**src/rtl/ps2_pkg.sv**
```systemverilog
// Shared PS/2 definitions: transmitter state encoding, command/response bytes and parity helper.
package ps2_pkg;

    typedef enum logic [2:0] {
        ST_IDLE      = 3'd0,
        ST_INHIBIT   = 3'd1,
        ST_RELEASE   = 3'd2,
        ST_SHIFT     = 3'd3,
        ST_WAIT_IDLE = 3'd4
    } ps2_tx_state_t;

    localparam logic [7:0] PS2_CMD_SET_LEDS = 8'hED;
    localparam logic [7:0] PS2_CMD_ENABLE   = 8'hF4;
    localparam logic [7:0] PS2_CMD_RESET    = 8'hFF;
    localparam logic [7:0] PS2_RSP_ACK      = 8'hFA;
    localparam logic [7:0] PS2_RSP_RESEND   = 8'hFE;

    localparam logic [3:0] PS2_EDGE_PARITY = 4'd9;
    localparam logic [3:0] PS2_EDGE_STOP   = 4'd10;
    localparam logic [3:0] PS2_EDGE_ACK    = 4'd11;

    function automatic logic odd_parity(input logic [7:0] d);
        return ~^d;
    endfunction

endpackage

```
**src/rtl/ps2_line_sync.sv**
```systemverilog
// Two-flop synchronizer with falling-edge detect for one open-drain PS/2 line.
module ps2_line_sync (
    input  logic sys_clk,
    input  logic rst_n,
    input  logic line_in,
    output logic level,
    output logic fall
);

    logic meta_q, meta_d;
    logic sync_q, sync_d;
    logic prev_q, prev_d;

    always_comb begin
        meta_d = line_in;
        sync_d = meta_q;
        prev_d = sync_q;
    end

    // Idle bus is pulled high, so reset to 1 to avoid a false edge on release.
    always_ff @(posedge sys_clk or negedge rst_n) begin
        if (!rst_n) begin
            meta_q <= 1'b1;
            sync_q <= 1'b1;
            prev_q <= 1'b1;
        end else begin
            meta_q <= meta_d;
            sync_q <= sync_d;
            prev_q <= prev_d;
        end
    end

    assign level = sync_q;
    assign fall  = prev_q & ~sync_q;

endmodule

```
**src/rtl/ps2_host_tx.sv**
```systemverilog
// PS/2 host-to-device transmitter: request-to-send, 11-edge shift, ack/nack/timeout report.
// Define PS2_TX_ACK_CHECK_EN to turn a high data line on edge 11 into an error.
//
// state      | meaning
// IDLE       | bus released, waiting for tx_valid
// INHIBIT    | clock held low for the inhibit period
// RELEASE    | clock released, start bit on data, watchdog armed
// SHIFT      | data driven on device clock falling edges 1..10, ack sampled on 11
// WAIT_IDLE  | waiting for both lines high before reporting
module ps2_host_tx
    import ps2_pkg::*;
#(
    parameter int unsigned CLK_HZ         = 50_000_000,
    parameter int unsigned INHIBIT_CYCLES = 5000,
    parameter int unsigned TIMEOUT_CYCLES = 750_000
) (
    input  logic       sys_clk,
    input  logic       rst_n,
    input  logic [7:0] tx_data,
    input  logic       tx_valid,
    output logic       tx_ready,
    output logic       busy,
    output logic       done,
    output logic       error,
    input  logic       ps2_clk_in,
    input  logic       ps2_data_in,
    output logic       ps2_clk_oe,
    output logic       ps2_data_oe
);

`ifdef PS2_TX_ACK_CHECK_EN
    localparam bit ACK_CHECK = 1'b1;
`else
    localparam bit ACK_CHECK = 1'b0;
`endif

    // A zero cycle count falls back to the standard 100 us / 15 ms derived from CLK_HZ.
    localparam int unsigned INHIBIT_EFF = (INHIBIT_CYCLES != 0) ? INHIBIT_CYCLES : (CLK_HZ / 10_000);
    localparam int unsigned TIMEOUT_EFF = (TIMEOUT_CYCLES != 0) ? TIMEOUT_CYCLES : ((CLK_HZ / 1000) * 15);
    localparam int unsigned TMR_MAX     = (INHIBIT_EFF > TIMEOUT_EFF) ? INHIBIT_EFF : TIMEOUT_EFF;
    localparam int unsigned TMR_W       = $clog2(TMR_MAX + 1);

    localparam logic [TMR_W-1:0] INHIBIT_LOAD = TMR_W'(INHIBIT_EFF - 1);
    localparam logic [TMR_W-1:0] TIMEOUT_LOAD = TMR_W'(TIMEOUT_EFF - 1);
    localparam logic [TMR_W-1:0] TMR_ONE      = TMR_W'(1);

    logic clk_level, clk_fall;
    logic data_level, data_fall_unused;

    ps2_line_sync u_clk_sync (
        .sys_clk (sys_clk),
        .rst_n   (rst_n),
        .line_in (ps2_clk_in),
        .level   (clk_level),
        .fall    (clk_fall)
    );

    ps2_line_sync u_data_sync (
        .sys_clk (sys_clk),
        .rst_n   (rst_n),
        .line_in (ps2_data_in),
        .level   (data_level),
        .fall    (data_fall_unused)
    );

    ps2_tx_state_t    state_q, state_d;
    logic [TMR_W-1:0] tmr_q, tmr_d;
    logic [3:0]       edge_cnt_q, edge_cnt_d;
    logic [3:0]       edge_next;
    logic [7:0]       data_q, data_d;
    logic             parity_q, parity_d;
    logic             nack_q, nack_d;
    logic             clk_oe_q, clk_oe_d;
    logic             data_oe_q, data_oe_d;
    logic             done_q, done_d;
    logic             error_q, error_d;

    assign edge_next = edge_cnt_q + 4'd1;

    always_comb begin
        state_d    = state_q;
        tmr_d      = tmr_q;
        edge_cnt_d = edge_cnt_q;
        data_d     = data_q;
        parity_d   = parity_q;
        nack_d     = nack_q;
        clk_oe_d   = clk_oe_q;
        data_oe_d  = data_oe_q;
        done_d     = 1'b0;
        error_d    = 1'b0;

        unique case (state_q)
            ST_IDLE: begin
                clk_oe_d  = 1'b0;
                data_oe_d = 1'b0;
                if (tx_valid && tx_ready) begin
                    data_d   = tx_data;
                    parity_d = odd_parity(tx_data);
                    nack_d   = 1'b0;
                    tmr_d    = INHIBIT_LOAD;
                    clk_oe_d = 1'b1;
                    state_d  = ST_INHIBIT;
                end
            end

            ST_INHIBIT: begin
                if (tmr_q == '0) begin
                    data_oe_d = 1'b1;
                    state_d   = ST_RELEASE;
                end else begin
                    tmr_d = tmr_q - TMR_ONE;
                end
            end

            ST_RELEASE: begin
                clk_oe_d   = 1'b0;
                data_oe_d  = 1'b1;
                edge_cnt_d = 4'd0;
                tmr_d      = TIMEOUT_LOAD;
                state_d    = ST_SHIFT;
            end

            ST_SHIFT: begin
                if (clk_fall) begin
                    tmr_d      = TIMEOUT_LOAD;
                    edge_cnt_d = edge_next;
                    if (edge_next <= 4'd8) begin
                        data_oe_d = ~data_q[edge_cnt_q[2:0]];
                    end else if (edge_next == PS2_EDGE_PARITY) begin
                        data_oe_d = ~parity_q;
                    end else if (edge_next == PS2_EDGE_STOP) begin
                        data_oe_d = 1'b0;
                    end else if (edge_next == PS2_EDGE_ACK) begin
                        data_oe_d = 1'b0;
                        nack_d    = data_level;
                        state_d   = ST_WAIT_IDLE;
                    end
                end else if (tmr_q == '0) begin
                    clk_oe_d  = 1'b0;
                    data_oe_d = 1'b0;
                    error_d   = 1'b1;
                    state_d   = ST_IDLE;
                end else begin
                    tmr_d = tmr_q - TMR_ONE;
                end
            end

            ST_WAIT_IDLE: begin
                clk_oe_d  = 1'b0;
                data_oe_d = 1'b0;
                if (clk_level && data_level) begin
                    state_d = ST_IDLE;
                    if (ACK_CHECK && nack_q) begin
                        error_d = 1'b1;
                    end else begin
                        done_d = 1'b1;
                    end
                end else if (clk_fall) begin
                    tmr_d = TIMEOUT_LOAD;
                end else if (tmr_q == '0) begin
                    error_d = 1'b1;
                    state_d = ST_IDLE;
                end else begin
                    tmr_d = tmr_q - TMR_ONE;
                end
            end

            default: begin
                clk_oe_d  = 1'b0;
                data_oe_d = 1'b0;
                state_d   = ST_IDLE;
            end
        endcase
    end

    always_ff @(posedge sys_clk or negedge rst_n) begin
        if (!rst_n) begin
            state_q    <= ST_IDLE;
            tmr_q      <= '0;
            edge_cnt_q <= 4'd0;
            data_q     <= 8'd0;
            parity_q   <= 1'b0;
            nack_q     <= 1'b0;
            clk_oe_q   <= 1'b0;
            data_oe_q  <= 1'b0;
            done_q     <= 1'b0;
            error_q    <= 1'b0;
        end else begin
            state_q    <= state_d;
            tmr_q      <= tmr_d;
            edge_cnt_q <= edge_cnt_d;
            data_q     <= data_d;
            parity_q   <= parity_d;
            nack_q     <= nack_d;
            clk_oe_q   <= clk_oe_d;
            data_oe_q  <= data_oe_d;
            done_q     <= done_d;
            error_q    <= error_d;
        end
    end

    // Ready is held off during the report pulse so a pending byte starts one cycle later.
    assign tx_ready    = (state_q == ST_IDLE) && !done_q && !error_q;
    assign busy        = !tx_ready;
    assign done        = done_q;
    assign error       = error_q;
    assign ps2_clk_oe  = clk_oe_q;
    assign ps2_data_oe = data_oe_q;

endmodule

```
**config.mk**
```make
export PLATFORM = sky130hd
export DESIGN_NAME = ps2_host_tx
export DESIGN_NICKNAME = d
export VERILOG_FILES = /design/src/rtl/ps2_pkg.sv /design/src/rtl/ps2_line_sync.sv /design/src/rtl/ps2_host_tx.sv
export SDC_FILE = /design/constraint.sdc
export NUM_CORES = 1
export LEC_CHECK = 0
export BUFFER_PORTS_ARGS = -buffer_cell sky130_fd_sc_hd__buf_2
export CAP_MARGIN = 20
export CORE_ASPECT_RATIO = 0.8
export CORE_MARGIN = 10
export CORE_UTILIZATION = 55
export CTS_BUF_LIST = sky130_fd_sc_hd__clkbuf_8
export DETAILED_ROUTE_END_ITERATION = 8
export HOLD_SLACK_MARGIN = 0.15
export PLACE_DENSITY = 0.74
export SLEW_MARGIN = 20
export SYNTH_ARGS = -nofsm -noshare
export SYNTH_HDL_FRONTEND = slang
export SYNTH_SLANG_ARGS = --single-unit
```
**constraint.sdc**
```tcl
create_clock -name sys_clk -period 5.4 [get_ports sys_clk]
set_input_delay 0.27 -clock sys_clk [delete_from_list [all_inputs] [get_ports sys_clk]]
set_output_delay 0.27 -clock sys_clk [all_outputs]
set_load 0.005 [all_outputs]
```
==> metrics.txt, run 1 <==
run status finished clean; nets in the synthesized netlist slightly below 300; VDD IR-drop max approximately 0.23 mV; final critical path time including I/O delays and setup around 2500 ps; Ys Warns 0; CP Capture Type flip-flop; maximum count of clock buffers along a single path 2; initial core utilization 0.580; die height about 83 µm; overflow left after global routing 0; Worst-Margin Slew around 1100 ps; Pint between 0.6 and 0.7 mW; nature of the critical path startpoint flip-flop; P&R area growth vs syn 9.59%; DR iter-0 viols 209; Cell variety after synth 64; RSZ-0062 raised after global routing false; clock sink count 45; critical path required time about 5600 ps; share of total power in the clock network 0.247; 1st-pass router iterations 5; share of cells above drive strength 1 0.191; Setup-failing EPs final 0; Crit path arrival time around 2700 ps; sequential cell area around 1100 µm²; Worst Setup SP state_q[0]; final weighted congestion in routability-driven placement 0.907; cell area after layout just under 3000 µm²; worst-case headroom to the max-slew limit 0.244; top_reg_cell synth dfrtp_1; net switching component of the power approximately 0.32 mW; number of gates resized after CTS 0; mean routed wirelength per cell 18.5 µm; die width around 99 µm; final-stage net count between 300 and 400; capturing element of the worst setup path tmr_q[9]; detailed placement HPWL 4.73 mm; overall routing resource usage 0.163; number of placement rows 22; final-layout setup total negative slack 0 ps; via count 2313; Cell Pwr Density 317 nW/µm²; hold slack 224 ps; r2r endpoint tmr_q[9]; worst reg2reg path startpoint state_q[0]; placed standard-cell area ~2800 µm²; Final Skew around 9.5 ps; final cell utilization of the core 0.635; setup bufs post-CTS 0; Routed WL roughly 6.6 mm; layout filler cell count around 400; clock tree from TritonCTS yes; count of flip-flops with a built-in enable after synthesis 0; cts hold-fix bufs 2; CTS H-tree lvls 2; relative contribution of combinational cells to total power 0.259; area of the multi-input gates roughly 1500 µm²; mean instance size in the synthesized netlist approximately 10 µm²; total leakage power 1.24 nW; Async SR Flop Fraction 1.00; register-to-register path setup slack just under 3000 ps; category of the most critical setup path flip-flop to flip-flop; share of the yosys chip area belonging to registers 0.417; number of maximum-capacitance constraint violations 0; final number of max-transition violations 0; Reg clk slew, reported paths about 90 ps; number of cells on the worst reg-to-reg path 5; area enclosed by the die boundary about 8200 µm²; later-pin clock latency in the skew report approximately 300 ps; pin count of the biggest net entering global routing 46; number of global-route vias before repair approximately 2300; total chip power around 0.94 mW; total standard cell area after synthesis about 2700 µm²; via-per-instance ratio roughly 6.5; Critical Path Fanout Max 14; number of antenna violations at the first check in global routing 0; Remaining DRCs 0; number of CTS-inserted buffers 5; achievable frequency between 300 and 400 MHz; root cell of the clock tree clkbuf_8; Worst Hold Class input port to flip-flop; global-route wire length before repair between 10 and 15 mm; Tcrit/Tclk final 0.464; number of diodes added for antenna fixing 0; DRT antenna net count 0; Floorplan Core Area ~4700 µm²; register bit count reported by yosys 45; Sw Ratio 0.338; io pins 19; Flop pwr share 0.494; Hold Violations, Final 0; gate count after technology mapping between 200 and 300; number of port buffers 18
[sequential cells by signal (all words and copies together), names as in the netlist]
| register | count |
|---|---|
| done | 1 |
| ps2_data_oe | 1 |
| error | 1 |
| ps2_clk_oe | 1 |
| u_clk_sync.meta_q | 1 |
| data_q | 8 |
| u_clk_sync.prev_q | 1 |
| state_q | 3 |
| tmr_q | 20 |
| u_data_sync.level | 1 |
| edge_cnt_q | 4 |
| u_data_sync.meta_q | 1 |
| u_clk_sync.level | 1 |
| parity_q | 1 |
[cell type report]
| cell class | count | share of cell area |
|---|---|---|
| flip-flops and latches | 45 | 0.381 |
| clock inverters | 1 | 0.00168 |
| repair buffers | 22 | 0.0471 |
| inverters | 11 | 0.0139 |
| well taps | 60 | 0.0253 |
| clock buffers | 7 | 0.0324 |
| multi-input cells | 212 | 0.499 |
[cells by family after synthesis]
logic type / synth area share
AOI/OAI and AO/OA: 0.212
xor gates and xnor gates: 0.0323
adders and majority gates: 0.0277
buffers and inverters: 0.0360
DFF: 0.417
muxes: 0.0655
and+or+nand+nor: 0.209
[per-layer routing]
metal  vias up  global-route usage  share of wire
met5         -                   0              0
met4         0              0.0323         0.0075
met3         7              0.0430          0.066
met2        93               0.227           0.42
met1      1118               0.242           0.51
li1       1095                   -              -
[synth_stat cells, types with 2 or more instances]
| cell type | count | share of area |
|---|---|---|
| nand2b_1 | 4 | 0.0092 |
| nand3_1 | 7 | 0.013 |
| or2_2 | 2 | 0.0046 |
| mux4_2 | 2 | 0.017 |
| buf_2 | 3 | 0.0055 |
| a31oi_1 | 3 | 0.0069 |
| nand2_1 | 29 | 0.040 |
| dfstp_2 | 5 | 0.048 |
| xnor2_1 | 8 | 0.026 |
| o311ai_1 | 6 | 0.019 |
| o221ai_1 | 4 | 0.013 |
| nor4_1 | 8 | 0.018 |
| or4_1 | 5 | 0.014 |
| dfrtp_1 | 40 | 0.37 |
| buf_6 | 2 | 0.0083 |
| clkbuf_1 | 5 | 0.0069 |
| inv_1 | 11 | 0.015 |
| or3b_1 | 2 | 0.0065 |
| nor2_1 | 10 | 0.014 |
| xor2_1 | 2 | 0.0065 |
| o21ai_1 | 11 | 0.020 |
| nor2b_1 | 4 | 0.0092 |
| mux2i_1 | 2 | 0.0074 |
| o31ai_1 | 4 | 0.011 |
| nor3_1 | 10 | 0.018 |
| o211ai_1 | 2 | 0.0055 |
| o2bb2ai_1 | 2 | 0.0065 |
| a22o_1 | 8 | 0.026 |
| nor3b_1 | 2 | 0.0055 |
| o21ai_0 | 11 | 0.020 |
| a211oi_1 | 2 | 0.0055 |
| a21oi_1 | 16 | 0.030 |
| ha_1 | 6 | 0.028 |
| a22oi_1 | 2 | 0.0055 |
| mux2_2 | 9 | 0.037 |
[cell usage in the layout (no fill, tap or decap), types with 3 or more instances in the layout]
cell type / netlist / routed
dfrtp_1: 40 / 40
dlygate4sd3_1: 0 / 3
nor4_1: 8 / 8
o21ai_1: 11 / 11
o31ai_1: 4 / 4
ha_1: 6 / 6
or4_1: 5 / 5
nand2_1: 29 / 29
a31oi_1: 3 / 3
o221ai_1: 4 / 4
dfstp_2: 5 / 5
nand2b_1: 4 / 4
clkbuf_8: 0 / 7
xnor2_1: 8 / 8
nor2_1: 10 / 10
o311ai_1: 6 / 6
inv_1: 11 / 11
a21oi_1: 16 / 16
a22o_1: 8 / 8
buf_2: 3 / 18
nor3_1: 10 / 10
mux2_2: 9 / 9
nand3_1: 7 / 7
nor2b_1: 4 / 4
o21ai_0: 11 / 11
[worst min path at each step]
stage                            start           endpoint  slack (ps)  cells after the start
global placement     u_clk_sync.meta_q   u_clk_sync.level         350                      0
detailed placement  u_data_sync.meta_q  u_data_sync.level         350                      0
finish                      tx_data[4]          data_q[4]         220                      2
floorplan                        rst_n          data_q[0]         -30                      0
global route                tx_data[1]          data_q[1]         230                      2
CTS                              rst_n      edge_cnt_q[0]         160                      1
[through the flow]
stage               setup slack (ps)  std cells
finish                          2890        358
global route                    2650        358
CTS                             2980        356
floorplan                       3390        278
global placement                3010        346
detailed placement              3010        346
[critical path, stage by stage, from the launching register on]
cell      delay (ps)
dfrtp_1          540
nor2_1           310
a21oi_1          260
nor2_1           910
o311ai_1         190
o311a_1          170
[power by group through the flow]
stage | Clock [mW] | Combinational, mW | Sequential [mW]
after global placement | 0 | 0.232 | 0.464
after detailed placement | 0 | 0.236 | 0.468
after global routing | 0.254 | 0.271 | 0.473
after CTS | 0.238 | 0.239 | 0.462
final | 0.232 | 0.244 | 0.465
after floorplan | 0 | 0.198 | 0.445
Power figures use the tool's default switching activity.
==> inputs of run 2 (changes only) <==
- ABC_AREA: default -> 1
- PLACE_DENSITY: 0.74 -> 0.76
- clock period: 5.4 -> 2 ns (I/O delays scaled with it)
==> run 2 against run 1 <==
Compared with the run above: non-clock buffer count rose by 16; clock skew is 3.7 ps lower; routed wire length is 0.17% higher; critical path type unchanged; utilization grew 2.2 points; sequential power increased by 98%; power increased by 94%; synthesized area grew 2.7%; sequential cell count unchanged; global-route usage down 0.56 points; final area rose by 9.4%.
==> metrics.txt, run 2 <==
Pint 1.46 mW (+130%); register bit count reported by yosys 45 (unchanged); initial core utilization 0.563 (-0.0170); Area contributors post-synth dfrtp_1 (36%), nand2_1 (13%), nor2_1 (6.3%); overflow left after global routing 0 (unchanged); hold_sp tx_valid; Remaining DRCs 0 (unchanged); RSZ-0062 raised after global routing false; total standard cell area after synthesis 2790 µm² (+2.7%); final number of max-transition violations 0 (unchanged); io pins 19 (unchanged); register bank with the most flops tmr_q; Largest regs tmr_q x20, data_q x8, edge_cnt_q x4; area enclosed by the die boundary 8330 µm² (+2.1%); Routed WL 6.64 mm (+0.17%); final-layout setup total negative slack 0 ps (unchanged); number of global-route vias before repair 2341 (+2.8%); clock tree from TritonCTS yes; VDD IR-drop max 0.453 mV (+93%); critical path required time 2200 ps (-3380 ps); flip-flop count of the largest register, all copies and words added 20 (unchanged); pin count of the biggest net entering global routing 25 (-46%); category of the most critical setup path flip-flop to flip-flop; most frequent standard cell in the layout excluding fill and tap cells nand2_1; hold slack 271 ps (+46.8 ps); share of the yosys chip area belonging to registers 0.407 (-0.0109); CP Capture Type flip-flop; final-stage net count 421 (+33%); Worst Hold Class input port to flip-flop; share of total power in the clock network 0.450 (+0.203); share of cells above drive strength 1 0.179 (-0.0126); achievable frequency 541 MHz (+36%); Async SR Flop Fraction 1.00 (unchanged); Flop pwr share 0.504 (+0.010); nets in the synthesized netlist 380 (+28%); run status finished clean; Reg clk slew, reported paths 90 ps (about the same); Setup-failing EPs final 0 (unchanged); Cell Pwr Density 562 nW/µm² (+77%); worst-case headroom to the max-slew limit 0.633 (+0.390); Ys Warns 0 (unchanged); nature of the critical path startpoint flip-flop; detailed placement HPWL 4.65 mm (-1.8%); r2r endpoint tmr_q[14]; CTS H-tree lvls 2 (unchanged); relative contribution of combinational cells to total power 0.046 (-0.213); worst hold stages 3 (+1); number of CTS-inserted buffers 5 (unchanged); via count 2493 (+7.8%); final critical path time including I/O delays and setup 1850 ps (-658 ps); layout filler cell count 415 (+3.5%); Cell variety after synth 34 (-47%); number of diodes added for antenna fixing 0 (unchanged); later-pin clock latency in the skew report 300 ps (about the same); number of maximum-capacitance constraint violations 0 (unchanged); Critical Path Fanout Max 8 (-6); clock sink count 45 (unchanged); total chip power 1.83 mW (+94%); number of cells on the worst reg-to-reg path 12 (+7); Hold Path Sink ps2_clk_oe; most used cells in the layout excluding fill and tap cells nand2_1 (93), nor2_1 (47), inv_1 (40); via-per-instance ratio 5.36 (-17%); DRT antenna net count 0 (unchanged); number of antenna violations at the first check in global routing 0 (unchanged); total leakage power 1.71 nW (+38%); DR iter-0 viols 258 (+23%); biggest area consumer among synthesized cells dfrtp_1; register-to-register path setup slack 150 ps (-2740 ps); number of port buffers 18 (unchanged); global-route wire length before repair 10.9 mm (-2.6%); Hold Violations, Final 0 (unchanged); die width 99.6 µm (+1.1%); Tcrit/Tclk final 0.924 (+0.460); number of placement rows 23 (+4.5%); top_reg_cell synth dfrtp_1; die height 83.7 µm (+1.0%); net switching component of the power 0.370 mW (+16%); Synth top area share 0.359 (-0.00961); Crit path arrival time 2040 ps (-650 ps); maximum count of clock buffers along a single path 2 (unchanged); commonest cells in the synthesized netlist nand2_1 (93), nor2_1 (47), dfrtp_1 (40), inv_1 (40), nand3_1 (31); worst-case setup slack after placement 71.8 ps (-2940 ps); area of the multi-input gates 1470 µm² (-1.2%); Worst-Margin Slew 550 ps (-580 ps); root cell of the clock tree clkbuf_8; most common cell in the netlist nand2_1; Floorplan Core Area 4950 µm² (+5.8%); 1st-pass router iterations 5 (unchanged); Sw Ratio 0.203 (-0.135); Final Skew 5.81 ps (-3.72 ps); mean routed wirelength per cell 14.3 µm (-23%); P&R area growth vs syn 16.8%; sequential cell area 1130 µm² (+0.11%); worst reg2reg path startpoint tmr_q[1]; count of flip-flops with a built-in enable after synthesis 0 (unchanged); gate count after technology mapping 361 (+30%); smallest setup slack after layout 153 ps (-2740 ps); final weighted congestion in routability-driven placement 0.942 (+3.9%); overall routing resource usage 0.157 (-0.00556); mean instance size in the synthesized netlist 7.72 µm² (-21%)
[run 2: per-layer routing]
| metal | vias to the layer above | GRT usage | wire length (µm) |
|---|---|---|---|
| met1 | 1157 | 0.209 | 3160 |
| li1 | 1239 | - | - |
| met3 | 9 | 0.0348 | 465 |
| met4 | 0 | 0.0559 | 105 |
| met2 | 88 | 0.242 | 2900 |
| met5 | - | 0 | 0 |
[run 2: timing repair]
action,in CTS,in global routing
buffers inserted,0,3
hold buffers,11,0
endpoints found under the setup margin,0,8
gates resized for setup,0,2
endpoints found under the hold margin,32,0
[run 2: worst max path at each step]
stage,from,slack (ps),depth (start not counted),end
floorplan,edge_cnt_q[0],400,8,state_q[0]
global placement,tmr_q[0],160,9,ps2_data_oe
detailed placement,tmr_q[0],70,10,state_q[0]
CTS,tmr_q[1],40,10,state_q[0]
global route,tmr_q[1],4,10,state_q[0]
finish,tmr_q[1],150,12,tmr_q[14]
[run 2: cell families (layout without fill, tap and decap cells)]
group                      after synthesis  count (layout)  synth area share
AOI/OAI and AO/OA                       38              38            0.0768
muxes                                    7               7            0.0350
and+or+nand+nor                        201             202             0.331
xor gates and xnor gates                16              16            0.0503
DFF                                     45              45             0.407
buffers and inverters                   48              89            0.0737
adders and majority gates                6               6            0.0270
[run 2: power groups by stage]
stage / Combinational (mW) / Clock, mW / Sequential (mW)
floorplan: 0.0267 / 0 / 0.937
global placement: 0.0666 / 0 / 0.938
detailed placement: 0.0687 / 0 / 0.938
CTS: 0.0851 / 0.826 / 0.920
global route: 0.0922 / 0.868 / 0.921
finish: 0.0847 / 0.821 / 0.920
[run 2: critical path, cell delays in order (launching register included)]
cell and delay, ps:
dfrtp_1 390, inv_1 110, ha_1 240, nand2_1 140, nor2_4 190, nand3_4 170, buf_12 170, nand2_1 50
nand2_1 50, nand3_1 60, nand2_1 50, nand2_1 70, nand2_1 50
[run 2: stage by stage]
step | utilization | cells | cell area [µm²]
floorplan | - | 361 | 2790
global placement | 0.597 | 442 | 2950
detailed placement | 0.597 | 442 | 2950
CTS | 0.646 | 461 | 3200
global route | 0.657 | 465 | 3250
finish | 0.657 | 465 | 3250
[run 2: layout make-up]
cell class / instances / area share
clock buffer: 5 / 0.0212
clock inverter: 3 / 0.0200
inverter: 43 / 0.0496
multi-input combinational: 269 / 0.451
sequential: 45 / 0.349
tap: 62 / 0.0239
timing repair buffer: 38 / 0.0862
==> inputs of run 3 (changes only) <==
- BUFFER_PORTS_ARGS: -buffer_cell sky130_fd_sc_hd__buf_2 -> -buffer_cell sky130_fd_sc_hd__buf_4
==> run 3 against run 2 <==
Compared with the run above: sequential power hardly changed; non-clock buffer count is 4 lower; first-iteration DRC count is 10% higher; sequential cell count stayed put; clock power is 11% lower; combinational power is 4.3% higher; critical path depth is 3 lower; utilization is 0.25 points lower; via count is 1.3% lower.
==> metrics.txt, run 3 (synthesis results as in run 2) <==
number of maximum-capacitance constraint violations 0 (unchanged); total leakage power 1.69 nW (-1.2%); DR iter-0 viols 285 (+10%); Largest regs tmr_q x20, data_q x8, edge_cnt_q x4; number of placement rows 23 (unchanged); VDD IR-drop max 0.413 mV (-8.8%); flip-flop count of the largest register, all copies and words added 20 (unchanged); initial core utilization 0.563 (unchanged); area enclosed by the die boundary 8330 µm² (unchanged); RSZ-0062 raised after global routing false; layout filler cell count 405 (-2.4%); CP Capture Type flip-flop; nature of the critical path startpoint flip-flop; Worst Hold Class input port to flip-flop; P&R area growth vs syn 16.3%; root cell of the clock tree clkbuf_8; Tcrit/Tclk final 0.910 (-0.0136); clock tree from TritonCTS yes; Hold Violations, Final 0 (unchanged); Routed WL 6.47 mm (-2.5%); Cell Pwr Density 538 nW/µm² (-4.2%); number of global-route vias before repair 2393 (+2.2%); Crit path arrival time 2020 ps (-20 ps); worst hold stages 3 (unchanged); hold_sp tx_valid; final-layout setup total negative slack 0 ps (unchanged); most frequent standard cell in the layout excluding fill and tap cells nand2_1; setup bufs post-CTS 0 (unchanged); maximum count of clock buffers along a single path 2 (unchanged); CTS H-tree lvls 2 (unchanged); run status finished clean; number of placed instances, taps included 441 (-0.23%); hold slack 269 ps (-2.28 ps); final cell utilization of the core 0.654 (-0.00253); final-stage net count 417 (-0.95%); number of CTS-inserted buffers 5 (unchanged); number of antenna violations at the first check in global routing 0 (unchanged); r2r endpoint tmr_q[17]; DRT antenna net count 0 (unchanged); final number of max-transition violations 0 (unchanged); Hold Path Sink ps2_clk_oe; Floorplan Core Area 4950 µm² (unchanged); achievable frequency 549 MHz (+1.5%); 1st-pass router iterations 5 (unchanged); Setup-failing EPs final 0 (unchanged); Worst-Margin Slew 558 ps (+8.50 ps); worst-case headroom to the max-slew limit 0.628 (-0.00567); Critical Path Fanout Max 12 (+4); Final Skew 17.2 ps (+11.4 ps); io pins 19 (unchanged); worst reg2reg path startpoint tmr_q[0]; via count 2461 (-1.3%); total chip power 1.74 mW (-4.6%); via-per-instance ratio 5.34 (-0.43%); overall routing resource usage 0.159 (+0.00191); later-pin clock latency in the skew report 310 ps (about the same); register bank with the most flops tmr_q; Reg clk slew, reported paths 100 ps (about the same); mean routed wirelength per cell 14.0 µm (-1.7%); global-route wire length before repair 11.1 mm (+1.8%); critical path required time 2200 ps (about the same); die width 99.6 µm (unchanged); number of cells on the worst reg-to-reg path 9 (-3); Remaining DRCs 0 (unchanged); number of port buffers 18 (unchanged); die height 83.7 µm (unchanged); number of diodes added for antenna fixing 0 (unchanged); pin count of the biggest net entering global routing 46 (+84%); final critical path time including I/O delays and setup 1820 ps (-27.2 ps); final weighted congestion in routability-driven placement 0.936 (-0.67%); category of the most critical setup path flip-flop to flip-flop; detailed placement HPWL 4.70 mm (+1.2%); register-to-register path setup slack 180 ps (+30 ps); overflow left after global routing 0 (unchanged); most used cells in the layout excluding fill and tap cells nand2_1 (93), nor2_1 (47), inv_1 (40), dfrtp_1 (40), nand3_1 (31); clock sink count 45 (unchanged); non-filler instance count after layout 461 (-0.86%); share of cells above drive strength 1 0.168 (-0.0107)
run 3: final cells by class:
class                      instances  area (µm²)  area share
clock buffer                       6        82.6      0.0255
clock inverter                     2        37.5      0.0116
inverter                          43         161      0.0498
multi-input combinational        269        1470       0.452
sequential                        45        1130       0.350
tap                               62        77.6      0.0239
timing repair buffer              34         283      0.0873
run 3: critical path: stages, from the launching register on:
cell and delay, ps:
dfrtp_1 410, inv_1 90, ha_1 220, nand2_1 130
nor2_4 190, nand3_2 290, nand3_1 180, nand2_1 60
nand2_1 60, o21ai_0 70
run 3: power by group:
part | internal (mW) | total, mW | leakage (nW) | switching [mW]
sequential | 0.918 | 0.920 | 0.570 | 0.00192
combinational | 0.0451 | 0.0883 | 1.06 | 0.0432
clock | 0.407 | 0.734 | 0.0574 | 0.327
run 3: worst max path at each step:
stage | to | start | slack, ps
2_1_floorplan | state_q[0] | edge_cnt_q[0] | 400
3_5_place_dp | state_q[0] | tmr_q[1] | 110
4_1_cts | state_q[0] | tmr_q[0] | 90
5_1_grt | state_q[0] | edge_cnt_q[0] | 6
3_3_place_gp | ps2_data_oe | tmr_q[0] | 170
6_report | tmr_q[17] | tmr_q[0] | 180
run 3: through the flow:
step,cell area [µm²],setup WS (ps)
6_report,3240,180
5_1_grt,3240,5.71
4_1_cts,3220,89.8
3_5_place_dp,2990,114
3_3_place_gp,2990,167
2_1_floorplan,2790,404
run 3: what timing repair did:
| action | 4_1_cts | 5_1_grt |
|---|---|---|
| hold buffers | 11 | 0 |
| gates resized for setup | 0 | 1 |
| endpoints found under the hold margin | 50 | 0 |
| endpoints found under the setup margin | 0 | 8 |
run 3: layer usage:
layer | share of wire | GRT usage
met5 | 0 | 0
met2 | 0.44 | 0.241
met3 | 0.062 | 0.0389
met1 | 0.48 | 0.214
met4 | 0.016 | 0.0533
